`config.mk`:
```
export PLATFORM = sky130hd
export DESIGN_NAME = ps2_command_tx
export DESIGN_NICKNAME = d
export VERILOG_FILES = /design/src/rtl/ps2_command_tx.sv
export SDC_FILE = /design/constraint.sdc
export NUM_CORES = 1
export LEC_CHECK = 0
export BUFFER_PORTS_ARGS = -buffer_cell sky130_fd_sc_hd__buf_2
export CAP_MARGIN = 10
export CORE_MARGIN = 1
export CORE_UTILIZATION = 45
export CTS_BUF_LIST = sky130_fd_sc_hd__clkbuf_2 sky130_fd_sc_hd__clkbuf_4 sky130_fd_sc_hd__clkbuf_8
export CTS_CLUSTER_DIAMETER = 100
export DETAILED_ROUTE_END_ITERATION = 7
export SYNTH_ARGS = -nofsm -noshare
export SYNTH_HDL_FRONTEND = slang
export SYNTH_SLANG_ARGS = --single-unit
```
`constraint.sdc`:
```
create_clock -name inclock -period 6.3 [get_ports inclock]
set_input_delay 1.26 -clock inclock [delete_from_list [all_inputs] [get_ports inclock]]
set_output_delay 1.26 -clock inclock [all_outputs]
set_load 0.005 [all_outputs]
```
`src/rtl/ps2_command_tx.sv`:
```
// rtl/ps2_command_tx.sv - host-to-device PS/2 command transmitter
//
// Ports:
//   inclock        system clock, all state updates on its rising edge
//   resetn         asynchronous active-low reset
//   send_command   one-cycle request to transmit command_byte (ignored while busy)
//   command_byte   byte to transmit, captured when the request is accepted
//   ps2_clock_in   raw PS/2 clock line (asynchronous)
//   ps2_data_in    raw PS/2 data line (asynchronous)
//   ps2_clock_oe   1 pulls the PS/2 clock line low, 0 releases it
//   ps2_data_oe    1 pulls the PS/2 data line low, 0 releases it
//   busy           high while a frame is in progress
//   command_sent   one-cycle pulse when the device acknowledged the frame
//   tx_error       one-cycle pulse on any failure
//   error_code     last failure: 00 none, 01 start timeout, 10 bit timeout, 11 no ack

module ps2_command_tx #(
    parameter int INHIBIT_CYCLES       = 5000,
    parameter int START_TIMEOUT_CYCLES = 750000,
    parameter int BIT_TIMEOUT_CYCLES   = 100000
) (
    input  logic       inclock,
    input  logic       resetn,
    input  logic       send_command,
    input  logic [7:0] command_byte,
    input  logic       ps2_clock_in,
    input  logic       ps2_data_in,
    output logic       ps2_clock_oe,
    output logic       ps2_data_oe,
    output logic       busy,
    output logic       command_sent,
    output logic       tx_error,
    output logic [1:0] error_code
);

    // One shared timer serves the inhibit delay and both timeouts, so it is
    // sized for whichever of the three limits is largest.
    localparam int MAX_A      = (INHIBIT_CYCLES > START_TIMEOUT_CYCLES) ? INHIBIT_CYCLES
                                                                        : START_TIMEOUT_CYCLES;
    localparam int MAX_CYCLES = (MAX_A > BIT_TIMEOUT_CYCLES) ? MAX_A : BIT_TIMEOUT_CYCLES;
    localparam int TW         = $clog2(MAX_CYCLES + 1);

    localparam logic [TW-1:0] INHIBIT_LAST = TW'(INHIBIT_CYCLES - 1);
    localparam logic [TW-1:0] START_LAST   = TW'(START_TIMEOUT_CYCLES - 1);
    localparam logic [TW-1:0] BIT_LIMIT    = TW'(BIT_TIMEOUT_CYCLES);

    localparam logic [1:0] ERR_NONE  = 2'b00;
    localparam logic [1:0] ERR_START = 2'b01;
    localparam logic [1:0] ERR_BIT   = 2'b10;
    localparam logic [1:0] ERR_NOACK = 2'b11;

    typedef enum logic [2:0] {
        IDLE,
        INHIBIT,
        START,
        WAIT_FIRST,
        SHIFT,
        WAIT_ACK,
        WAIT_IDLE
    } state_t;

    state_t        state;
    logic [TW-1:0] timer;
    logic [3:0]    edge_cnt;
    logic [7:0]    tx_byte;
    logic          parity;

    logic clk_meta, clk_sync, clk_prev;
    logic data_meta, data_sync;
    logic fall;

    // Falling edge of the synchronized device clock: high last cycle, low now.
    assign fall = clk_prev & ~clk_sync;

    always_ff @(posedge inclock or negedge resetn) begin
        if (!resetn) begin
            state        <= IDLE;
            timer        <= '0;
            edge_cnt     <= '0;
            tx_byte      <= '0;
            parity       <= 1'b0;
            clk_meta     <= 1'b1;
            clk_sync     <= 1'b1;
            clk_prev     <= 1'b1;
            data_meta    <= 1'b1;
            data_sync    <= 1'b1;
            ps2_clock_oe <= 1'b0;
            ps2_data_oe  <= 1'b0;
            busy         <= 1'b0;
            command_sent <= 1'b0;
            tx_error     <= 1'b0;
            error_code   <= ERR_NONE;
        end else begin
            clk_meta  <= ps2_clock_in;
            clk_sync  <= clk_meta;
            clk_prev  <= clk_sync;
            data_meta <= ps2_data_in;
            data_sync <= data_meta;

            command_sent <= 1'b0;
            tx_error     <= 1'b0;
            timer        <= timer + 1'b1;

            case (state)
                IDLE: begin
                    timer <= '0;
                    if (send_command) begin
                        tx_byte      <= command_byte;
                        parity       <= ~^command_byte;
                        error_code   <= ERR_NONE;
                        edge_cnt     <= '0;
                        state        <= INHIBIT;
                        busy         <= 1'b1;
                        ps2_clock_oe <= 1'b1;
                        ps2_data_oe  <= 1'b0;
                    end
                end

                INHIBIT: begin
                    if (timer == INHIBIT_LAST) begin
                        timer       <= '0;
                        state       <= START;
                        ps2_data_oe <= 1'b1;
                    end
                end

                // Data is already low; releasing the clock hands control to the device.
                START: begin
                    timer        <= '0;
                    state        <= WAIT_FIRST;
                    ps2_clock_oe <= 1'b0;
                end

                WAIT_FIRST: begin
                    if (fall) begin
                        timer       <= '0;
                        edge_cnt    <= 4'd1;
                        state       <= SHIFT;
                        ps2_data_oe <= ~tx_byte[0];
                    end else if (timer == START_LAST) begin
                        timer        <= '0;
                        edge_cnt     <= '0;
                        state        <= IDLE;
                        busy         <= 1'b0;
                        ps2_clock_oe <= 1'b0;
                        ps2_data_oe  <= 1'b0;
                        tx_error     <= 1'b1;
                        error_code   <= ERR_START;
                    end
                end

                // edge_cnt holds the number of edges seen so far; the edge
                // arriving now is edge_cnt+1 and selects the next line level.
                SHIFT: begin
                    if (fall) begin
                        timer    <= '0;
                        edge_cnt <= edge_cnt + 4'd1;
                        case (edge_cnt)
                            4'd1, 4'd2, 4'd3, 4'd4,
                            4'd5, 4'd6, 4'd7: ps2_data_oe <= ~tx_byte[edge_cnt[2:0]];
                            4'd8:             ps2_data_oe <= ~parity;
                            4'd9: begin
                                ps2_data_oe <= 1'b0;
                                state       <= WAIT_ACK;
                            end
                            default:          ps2_data_oe <= ps2_data_oe;
                        endcase
                    end else if (timer == BIT_LIMIT) begin
                        timer        <= '0;
                        edge_cnt     <= '0;
                        state        <= IDLE;
                        busy         <= 1'b0;
                        ps2_clock_oe <= 1'b0;
                        ps2_data_oe  <= 1'b0;
                        tx_error     <= 1'b1;
                        error_code   <= ERR_BIT;
                    end
                end

                WAIT_ACK: begin
                    if (fall) begin
                        timer    <= '0;
                        edge_cnt <= edge_cnt + 4'd1;
                        if (!data_sync) begin
                            state <= WAIT_IDLE;
                        end else begin
                            edge_cnt     <= '0;
                            state        <= IDLE;
                            busy         <= 1'b0;
                            ps2_clock_oe <= 1'b0;
                            ps2_data_oe  <= 1'b0;
                            tx_error     <= 1'b1;
                            error_code   <= ERR_NOACK;
                        end
                    end else if (timer == BIT_LIMIT) begin
                        timer        <= '0;
                        edge_cnt     <= '0;
                        state        <= IDLE;
                        busy         <= 1'b0;
                        ps2_clock_oe <= 1'b0;
                        ps2_data_oe  <= 1'b0;
                        tx_error     <= 1'b1;
                        error_code   <= ERR_BIT;
                    end
                end

                // The frame only counts as delivered once the device has
                // released both lines after its acknowledge.
                WAIT_IDLE: begin
                    timer <= '0;
                    if (clk_sync && data_sync) begin
                        edge_cnt     <= '0;
                        state        <= IDLE;
                        busy         <= 1'b0;
                        command_sent <= 1'b1;
                    end
                end

                default: begin
                    timer        <= '0;
                    edge_cnt     <= '0;
                    state        <= IDLE;
                    busy         <= 1'b0;
                    ps2_clock_oe <= 1'b0;
                    ps2_data_oe  <= 1'b0;
                end
            endcase
        end
    end

endmodule

```
==> metrics, run 1 <==
crit share post-route 40.26%; library cells used by synthesis 58; critical path class in -> reg; vias per std cell 5.684; Clock Path Buffers 2; status complete, no violations; Seq/Total Area, Yosys 44.16%; EDFF count, synth 0; vias in the first global route 2,033; largest stage delay on the critical path 0.91 ns; Inserted Diodes 0; worst-path cell chain buf_2 -> nor4b_2 -> mux2_2; number of buffers created by CTS 5; Worst setup SP type primary input; Starting Density 46.45%; initial antenna violation count 0; leakage 1.220 nW; CTS tree yes; ys flop type dfrtp_1; row count 28; WHS 0.3592 ns; Worst Path Arrival 2.73 ns; post-cts hold buffer count 0; # setup viols final 0; # resized after CTS 0; GPL Wtd Cong 0.8331; Hold Violations, Final 0; Post-Syn Instances 287; area of the mapped netlist 2734 um^2; maximum clock frequency 394.3 MHz; Overall Global Routing Usage 20.39%; Clock Sinks 48; final HPWL from detailed placement 4057 um; minimum clock period 2.536 ns; Max VDD drop 190.9 uV; synth warn 0; Relative slew margins 25.37%; # fillers 594; H-tree levels 2; via count 2,137; slew at the pin closest to its max-slew limit 1.117 ns; Worst-Skew Late Latency 0.31 ns; CP max stage cell nor4b_2; largest net degree at the start of global routing 49; gr ovfl total 0; first-pass GRT wire length 10,090 um; Detail Route Antenna Nets 0; IO Pins 20; Buffers on Ports 19; routed wire length 5760 um; Layout area overhead 9.611%; Setup crit end kind register; Post-Syn Nets 306; setup repair after global routing missed its margin no; Root Buffer Master clkbuf_8; Clock Skew 0.008853 ns; synthesized flop and latch total 48; full die area 6391 um^2; core area 5886 um^2; DRT iter0 DRCs 207; crit-path leading delay family simple AND/OR/NAND/NOR gates; Req. time, crit path 6.49 ns; post-route DRC violation count 0; Die X 79.95 um; Yosys top cell by area dfrtp_1; Die Y 79.95 um; Max Slew Vio Count 0; Final nets 319; final setup TNS 0 ns; setup repair bufs after CTS 0; synth top area cells dfrtp_1, dfstp_2, nor2_1; Max FO, Critical Path 11; critical path buffer and inverter count 1; Post-Syn Area per Cell 9.526 um^2; max_cap viols 0; first drt pass iteration count 4; top cell type's share of synthesized area 39.36%; CTS clk-pin slew, worst paths 0.09 ns; Cell Pwr Density 360.4 nW/um^2; Worst Hold Class reg -> reg; DR WL/cell 15.32 um; Async SR Flop Fraction 100.0%; share of layout cells above drive strength 1 12.29%
[power breakdown]
group / leakage [nW] / total [W] / switching (W) / internal [W]
clock: 0.0614 / 0.000240 / 0.000110 / 0.000130
combinational: 0.536 / 0.000376 / 0.000205 / 0.000171
sequential: 0.623 / 0.000464 / 0.0000920 / 0.000372
[final timing paths]
path                                    from          end  slack [ns]  cells past startpoint
worst max-delay path            send_command   tx_byte[2]        3.76                      3
worst min-delay path                clk_meta     clk_sync        0.36                      0
worst max register to register      clk_prev  ps2_data_oe        3.89                      6
worst min register to register      clk_meta     clk_sync        0.36                      0
max in group asynchronous             resetn   tx_byte[2]        4.52                      1
min in group asynchronous             resetn     tx_error        1.13                      1
[through the flow]
stage	setup slack, ns	power (W)	cell area (um^2)	utilization (%)	cells
final	3.764	0.001080	2997	50.91	376
after global routing	3.599	0.001162	2997	50.91	376
after CTS	3.733	0.001088	2997	50.91	376
after detailed placement	3.422	0.0008476	2875	48.85	368
after global placement	3.419	0.0008406	2875	48.85	368
after floorplan	3.907	0.0007469	2734	-	287
[layout make-up]
class / count / area, um^2 / share of cell area, %
inverters: 6 / 22.52 / 0.7516
well taps: 75 / 93.84 / 3.132
flip-flops and latches: 48 / 1207 / 40.29
multi-input cells: 219 / 1449 / 48.35
clock inverters: 2 / 38.79 / 1.294
clock buffers: 6 / 82.58 / 2.756
repair buffers: 20 / 102.6 / 3.424
[metal layers]
metal	global-route usage, %	wire [um]
met5	0	0
met4	5.357	48
met3	4.114	201
met2	29.57	2535
met1	30.60	2975
[Yosys cell counts (all sizes together), types with 6 or more instances]
master  number
dfrtp       43
inv          6
nand2       20
mux2        12
nor2        35
o21ai       11
xnor2       14
xor2        11
nand3       16
a21oi       16
nor2b        8
clkbuf      11
ha           6
[registers in the layout, summed over array words and instances, names as in the netlist]
signal        flops
ps2_data_oe       1
edge_cnt          4
tx_error          1
clk_prev          1
timer            20
parity            1
tx_byte           8
state             3
ps2_clock_oe      1
busy              1
clk_meta          1
data_sync         1
clk_sync          1
error_code        2
data_meta         1
command_sent      1
[logic make-up after synthesis]
logic type               count (synthesis)  share of synthesized area [%]
multiplexers                            14                          5.675
XOR/XNOR                                25                          8.009
adder cells (fa/ha/maj)                  6                          2.746
AND/OR/NAND/NOR                        115                          21.97
flip-flops                              48                          44.16
AO/OA/AOI/OAI                           59                          14.37
buffers and inverters                   20                          3.066
[worst reg2reg max path, delay by kind of cell, from the launching register on]
kind | cells | cell delay [ns]
simple gates | 2 | 0.95
compound gates | 4 | 0.84
flops | 1 | 0.54
[placed cells by master, fill, tap and decap left out, drive strengths merged, types with 6 or more instances in the layout]
| cell | synthesis | final |
|---|---|---|
| xnor2 | 14 | 14 |
| mux2 | 12 | 12 |
| clkbuf | 11 | 6 |
| inv | 6 | 6 |
| nand3 | 16 | 16 |
| dfrtp | 43 | 43 |
| xor2 | 11 | 11 |
| nor2b | 8 | 8 |
| buf | 3 | 20 |
| ha | 6 | 6 |
| a21oi | 16 | 16 |
| nand2 | 20 | 20 |
| o21ai | 11 | 11 |
| nor2 | 35 | 35 |
(Power assumes the default switching activity.)
==> inputs of run 2 (changes only) <==
- clock period: 6.3 -> 2.1 ns (I/O delays scaled with it)
==> run 2 against run 1 <==
Against the previous run:
- die area unchanged
- hold slack worse by 0.28 ns
- clock skew grew 0.0040 ns
- largest power group is now combinational logic
- critical path depth is 5 higher
==> metrics, run 2 (synthesis gave the netlist of run 1 again) <==
CP max stage cell or3_4 (was nor4b_2); Worst Hold Class in -> async (was reg -> reg); IO Pins 20 (unchanged); Cell Pwr Density 1047 nW/um^2 (was 360.4 nW/um^2); Relative slew margins 60.39% (was 25.37%); Net Sw Frac 39.12% (was 37.71%); Max Slew Vio Count 0 (unchanged); maximum clock frequency 493.0 MHz; setup repair after global routing missed its margin yes (was no); Worst Path Arrival 2.21 ns (was 2.73 ns); Clock Path Buffers 2 (unchanged); max FFs per register 20 (unchanged); GPL Wtd Cong 0.9076 (was 0.8331); Buffers on Ports 19 (unchanged); Reg-to-Reg End timer[18] (was ps2_data_oe); reg2reg start timer[0] (was clk_prev); full die area 6391 um^2 (unchanged); number of buffers created by CTS 5 (unchanged); leakage 1.377 nW (was 1.220 nW); most common cell after layout, fill and taps aside dfrtp_1 (unchanged); first drt pass iteration count 4 (unchanged); crit share post-route 96.59%; Final nets 349 (was 319); Die Y 79.95 um (unchanged); Global Route met2 Usage 29.74% (was 29.57%); core area 5886 um^2 (unchanged); GR peak layer met1 (unchanged); Largest Register timer (unchanged); post-route DRC violation count 0 (unchanged); reg2reg path depth 8 (was 6); CTS tree yes (unchanged); minimum clock period 2.028 ns; Hold Violations, Final 0 (unchanged); Root Buffer Master clkbuf_8 (unchanged); FF-to-FF setup slack 0.07 ns (was 3.89 ns); most frequent cells in the layout dfrtp_1, nor2_1, buf_4 (was dfrtp_1, nor2_1, nand2_1); status complete, no violations (unchanged); routed wire length 6214 um (was 5760 um); gr ovfl total 0 (unchanged); max_cap viols 0 (unchanged); vias in the first global route 2,160 (was 2,033); post-route total power 0.003437 W (was 0.001080 W); DRT iter0 DRCs 197 (was 207); cell-internal power 0.002092 W (was 0.0006728 W); CTS clk-pin slew, worst paths 0.10 ns (was 0.09 ns); critical path class reg -> reg (was in -> reg); vias per std cell 5.648 (was 5.684); Clock Sinks 48 (unchanged); met1 Use GR 31.91% (was 30.60%); Cells after DPL 393 (was 368); Finished Layout Cells 406 (was 376); H-tree levels 2 (unchanged); Req. time, crit path 2.29 ns (was 6.49 ns); Max VDD drop 684.9 uV (was 190.9 uV); share of layout cells above drive strength 1 23.26% (was 12.29%); initial antenna violation count 0 (unchanged); combinational power share 44.7% (was 34.8%); Die X 79.95 um (unchanged); Detail Route Antenna Nets 0 (unchanged); area of the multi-input gates 1519 um^2 (was 1449 um^2); worst-path cell chain ha_4 -> and4bb_1 -> nand4_1 -> or3_4 -> o2bb2ai_2 -> a21oi_4 -> buf_6 -> nor2_1 (was buf_2 -> nor4b_2 -> mux2_2); DR WL/cell 15.31 um (was 15.32 um); Inserted Diodes 0 (unchanged); Layout area overhead 20.09% (was 9.611%); # setup viols final 0 (unchanged); first-pass GRT wire length 10,340 um (was 10,090 um); post-cts hold buffer count 0 (unchanged); slew at the pin closest to its max-slew limit 0.5942 ns (was 1.117 ns); via count 2,293 (was 2,137); Clock power frac 16.7% (was 22.2%); Top Registers timer: 20 flops, tx_byte: 8 flops, edge_cnt: 4 flops (unchanged); Clock Skew 0.01287 ns (was 0.008853 ns); Seq pwr share 38.6% (was 42.9%); largest net degree at the start of global routing 28 (was 49); NetSw 0.001345 W (was 0.0004073 W); Overall Global Routing Usage 20.91% (was 20.39%); Worst setup SP type register (was primary input); Max FO, Critical Path 10 (was 11); row count 28 (unchanged); Reg area 1207 um^2 (unchanged); largest stage delay on the critical path 0.44 ns (was 0.91 ns); final HPWL from detailed placement 4320 um (was 4057 um); Starting Density 46.45% (unchanged); met3 global-route usage 4.000% (was 4.114%); Worst-Skew Late Latency 0.30 ns (was 0.31 ns); # fillers 542 (was 594); Setup crit end kind register (unchanged)
run 2: cell count changes in the layout (fill, tap and decap cells not counted), moves of 2 or more:
cell / delta
ha_1: -2
buf_6: +2
buf_4: +27
a21oi_1: -2
run 2: worst max-delay path by stage:
stage,from,to,depth (start not counted)
6_report,timer[0],timer[18],8
3_3_place_gp,timer[1],timer[13],8
4_1_cts,timer[1],timer[18],8
5_1_grt,timer[11],edge_cnt[2],8
2_1_floorplan,timer[0],ps2_data_oe,8
3_5_place_dp,timer[1],timer[16],8
run 2: area by class of cell:
| class | count | share of cell area [%] |
|---|---|---|
| tap | 75 | 2.858 |
| inverter | 6 | 0.6860 |
| timing repair buffer | 50 | 10.59 |
| multi-input combinational | 219 | 46.27 |
| clock buffer | 6 | 2.325 |
| clock inverter | 2 | 0.4954 |
| sequential | 48 | 36.78 |
run 2: critical path: cells and delay by family (launching register included):
family,cells,cell delay (ns)
and+or+nand+nor,4,0.80
DFF,1,0.40
AOI/OAI and AO/OA,2,0.39
buffers and inverters,1,0.18
adders and majority gates,1,0.14
run 2: repair_timing:
action,in CTS,in global routing
setup endpoints to repair,0,27
gates resized for setup,0,15
setup buffers,0,3
run 2: power groups by stage:
stage	sequential (W)	combinational, W	clock (W)
global placement	0.00133	0.00134	0
finish	0.00133	0.00154	0.000575
CTS	0.00132	0.00136	0.000595
global route	0.00136	0.00169	0.000634
detailed placement	0.00134	0.00135	0
floorplan	0.00124	0.00101	0
run 2: through the flow:
step / hold WS, ns / setup TNS (ns) / util [%] / worst slack, ns / instance area, um^2
final: 0.08160 / 0 / 55.78 / 0.07162 / 3283
after global routing: 0.1134 / -0.07176 / 55.78 / -0.02443 / 3283
after CTS: 0.09526 / 0 / 54.04 / 0.01295 / 3181
after detailed placement: 0.3478 / 0 / 52.47 / 0.03540 / 3088
after global placement: 0.3460 / 0 / 52.47 / 0.09050 / 3088
after floorplan: 0.1244 / 0 / - / 0.02680 / 2746
run 2: metal layers:
layer / vias up / part of all wire (%)
met2: 70 / 43
met1: 1095 / 51
met3: 8 / 5.0
met4: 0 / 1.2
met5: - / 0
li1: 1120 / -
==> inputs of run 3 (changes only) <==
- ABC_CLOCK_PERIOD_IN_PS: default -> 2100
- REMOVE_ABC_BUFFERS: default -> 1
==> run 3 against run 2 <==
Against the previous run:
- fmax decreased by 0.77%
- global-route usage barely moved
- flip-flop and latch count unchanged
- combinational power barely moved
- highest routed layer unchanged
- non-clock buffer count unchanged
- sequential power shrank 3%
- clock skew is 0.0092 ns lower
- routed wire length shrank 1.1%
- largest power group unchanged
- worst setup slack worse by 0.016 ns
- critical endpoint is now ps2_data_oe
==> metrics, run 3 (synthesis gave the netlist of run 1 again) <==
IO Pins 20 (unchanged); share of layout cells above drive strength 1 22.66% (was 23.26%); reg2reg start edge_cnt[0] (was timer[0]); Layout area overhead 18.90% (was 20.09%); DRT iter0 DRCs 133 (was 197); status complete, no violations (unchanged); Net Sw Frac 38.65% (was 39.12%); core area 5886 um^2 (unchanged); final HPWL from detailed placement 4513 um (was 4320 um); Final WS setup 0.05583 ns (was 0.07162 ns); vias per std cell 5.527 (was 5.648); Buffers on Ports 19 (unchanged); most common cell after layout, fill and taps aside dfrtp_1 (unchanged); max FFs per register 20 (unchanged); routed wire length 6143 um (was 6214 um); Die X 79.95 um (unchanged); Max Slew Vio Count 0 (unchanged); Placed Area 3098 um^2 (was 3088 um^2); met3 WL post-DR 280 um (was 312 um); Hold Violations, Final 0 (unchanged); cell-internal power 0.002080 W (was 0.002092 W); post-route DRC violation count 0 (unchanged); Largest Register timer (unchanged); critical path class reg -> reg (unchanged); leakage 1.384 nW (was 1.377 nW); CP max stage cell dfrtp_1 (was or3_4); reg2reg path depth 7 (was 8); Clock Path Buffers 2 (unchanged); gr ovfl total 0 (unchanged); critical path buffer and inverter count 1 (unchanged); Top Registers timer: 20 flops, tx_byte: 8 flops, edge_cnt: 4 flops (unchanged); largest stage delay on the critical path 0.44 ns (about the same); Req. time, crit path 2.31 ns (was 2.29 ns); maximum clock frequency 489.2 MHz (was 493.0 MHz); Inserted Diodes 0 (unchanged); Max FO, Critical Path 5 (was 10); first-pass GRT wire length 10,330 um (was 10,340 um); Detail Route Antenna Nets 0 (unchanged); number of buffers created by CTS 5 (unchanged); initial antenna violation count 0 (unchanged); Setup crit end kind register (unchanged); Relative slew margins 59.13% (was 60.39%); full die area 6391 um^2 (unchanged); combinational power share 45.2% (was 44.7%); Reg-to-Reg End ps2_data_oe (was timer[18]); crit-path leading delay family compound AO/OA/AOI/OAI gates (was simple AND/OR/NAND/NOR gates); DR WL/cell 15.13 um (was 15.31 um); vias in the first global route 2,195 (was 2,160); FF-to-FF setup slack 0.06 ns (was 0.07 ns); first drt pass iteration count 4 (unchanged); final instance area 3251 um^2 (was 3283 um^2); Starting Density 46.45% (unchanged); Cell Pwr Density 1043 nW/um^2 (was 1047 nW/um^2); H-tree levels 2 (unchanged); Seq pwr share 38.0% (was 38.6%); Clock Skew 0.003646 ns (was 0.01287 ns); Overall Global Routing Usage 20.95% (was 20.91%); uppermost routed layer met4 (unchanged); setup repair after global routing missed its margin yes (unchanged); CTS clk-pin slew, worst paths 0.09 ns (was 0.10 ns); CP Depth 7 (was 8); DRT met1 WL 2977 um (was 3159 um); Root Buffer Master clkbuf_8 (unchanged); max_cap viols 0 (unchanged); crit share post-route 97.34% (was 96.59%); Final nets 349 (unchanged); Finished Layout Cells 406 (unchanged); minimum clock period 2.044 ns (was 2.028 ns); Max VDD drop 572.7 uV (was 684.9 uV); DR WL met2 2801 um (was 2666 um); Worst Path Arrival 2.26 ns (was 2.21 ns); Clock Sinks 48 (unchanged); CTS tree yes (unchanged); Clock power frac 16.7% (about the same); Worst Hold Class in -> async (unchanged); worst-path cell chain inv_1 -> ha_1 -> mux2_1 -> a211o_1 -> a31oi_1 -> a221oi_1 -> o31ai_1 (was ha_4 -> and4bb_1 -> nand4_1 -> or3_4 -> o2bb2ai_2 -> a21oi_4 -> buf_6 -> nor2_1); GPL Wtd Cong 0.8426 (was 0.9076); most frequent cells in the layout dfrtp_1, nor2_1, buf_4 (unchanged); via count 2,244 (was 2,293); largest net degree at the start of global routing 49 (was 28); NetSw 0.001310 W (was 0.001345 W); slew at the pin closest to its max-slew limit 0.6131 ns (was 0.5942 ns); final setup TNS 0 ns (unchanged); Die Y 79.95 um (unchanged); # setup viols final 0 (unchanged); Worst-Skew Late Latency 0.30 ns (about the same); row count 28 (unchanged); DP Worst Slack 0.05459 ns (was 0.03540 ns); Cells after DPL 396 (was 393); Worst setup SP type register (unchanged)
-- run 3: area by class of cell --
cell class / count / area [um^2]
timing repair buffer: 50 / 344.1
fill: 557 / 2635
clock buffer: 5 / 68.82
tap: 75 / 93.84
inverter: 6 / 22.52
sequential: 48 / 1207
multi-input combinational: 219 / 1493
clock inverter: 3 / 21.27
-- run 3: worst max path at each step --
| stage | startpoint | end |
|---|---|---|
| 6_report | edge_cnt[0] | ps2_data_oe |
| 5_1_grt | edge_cnt[0] | ps2_data_oe |
| 4_1_cts | timer[0] | ps2_clock_oe |
| 3_5_place_dp | timer[0] | busy |
| 3_3_place_gp | timer[0] | error_code[0] |
| 2_1_floorplan | timer[0] | timer[10] |
-- run 3: routing by layer --
metal | track usage [%] | up-vias
met5 | 0 | -
met4 | 7.679 | 0
met3 | 3.771 | 8
met2 | 32.14 | 49
met1 | 29.40 | 1080
li1 | - | 1107
-- run 3: through the flow --
step           total power [W]  util [%]  hold slack (ns)
2_1_floorplan         0.002161         -           0.1244
3_3_place_gp          0.002735     52.64           0.3463
3_5_place_dp          0.002747     52.64           0.3475
4_1_cts               0.003336     54.17           0.1902
5_1_grt               0.003647     55.23           0.1851
6_report              0.003390     55.23           0.1991
-- run 3: repair_timing --
action	4_1_cts	5_1_grt
buffers inserted	0	1
resized for setup	0	13
endpoints found under the hold margin	0	0
endpoints found under the setup margin	0	27
hold buffers	0	0
-- run 3: power by group through the flow --
stage | clock network, W | logic (W) | registers, W
6_report | 0.000567 | 0.00153 | 0.00129
5_1_grt | 0.000630 | 0.00170 | 0.00132
4_1_cts | 0.000597 | 0.00145 | 0.00129
2_1_floorplan | 0 | 0.000836 | 0.00133
3_3_place_gp | 0 | 0.00144 | 0.00130
3_5_place_dp | 0 | 0.00144 | 0.00130
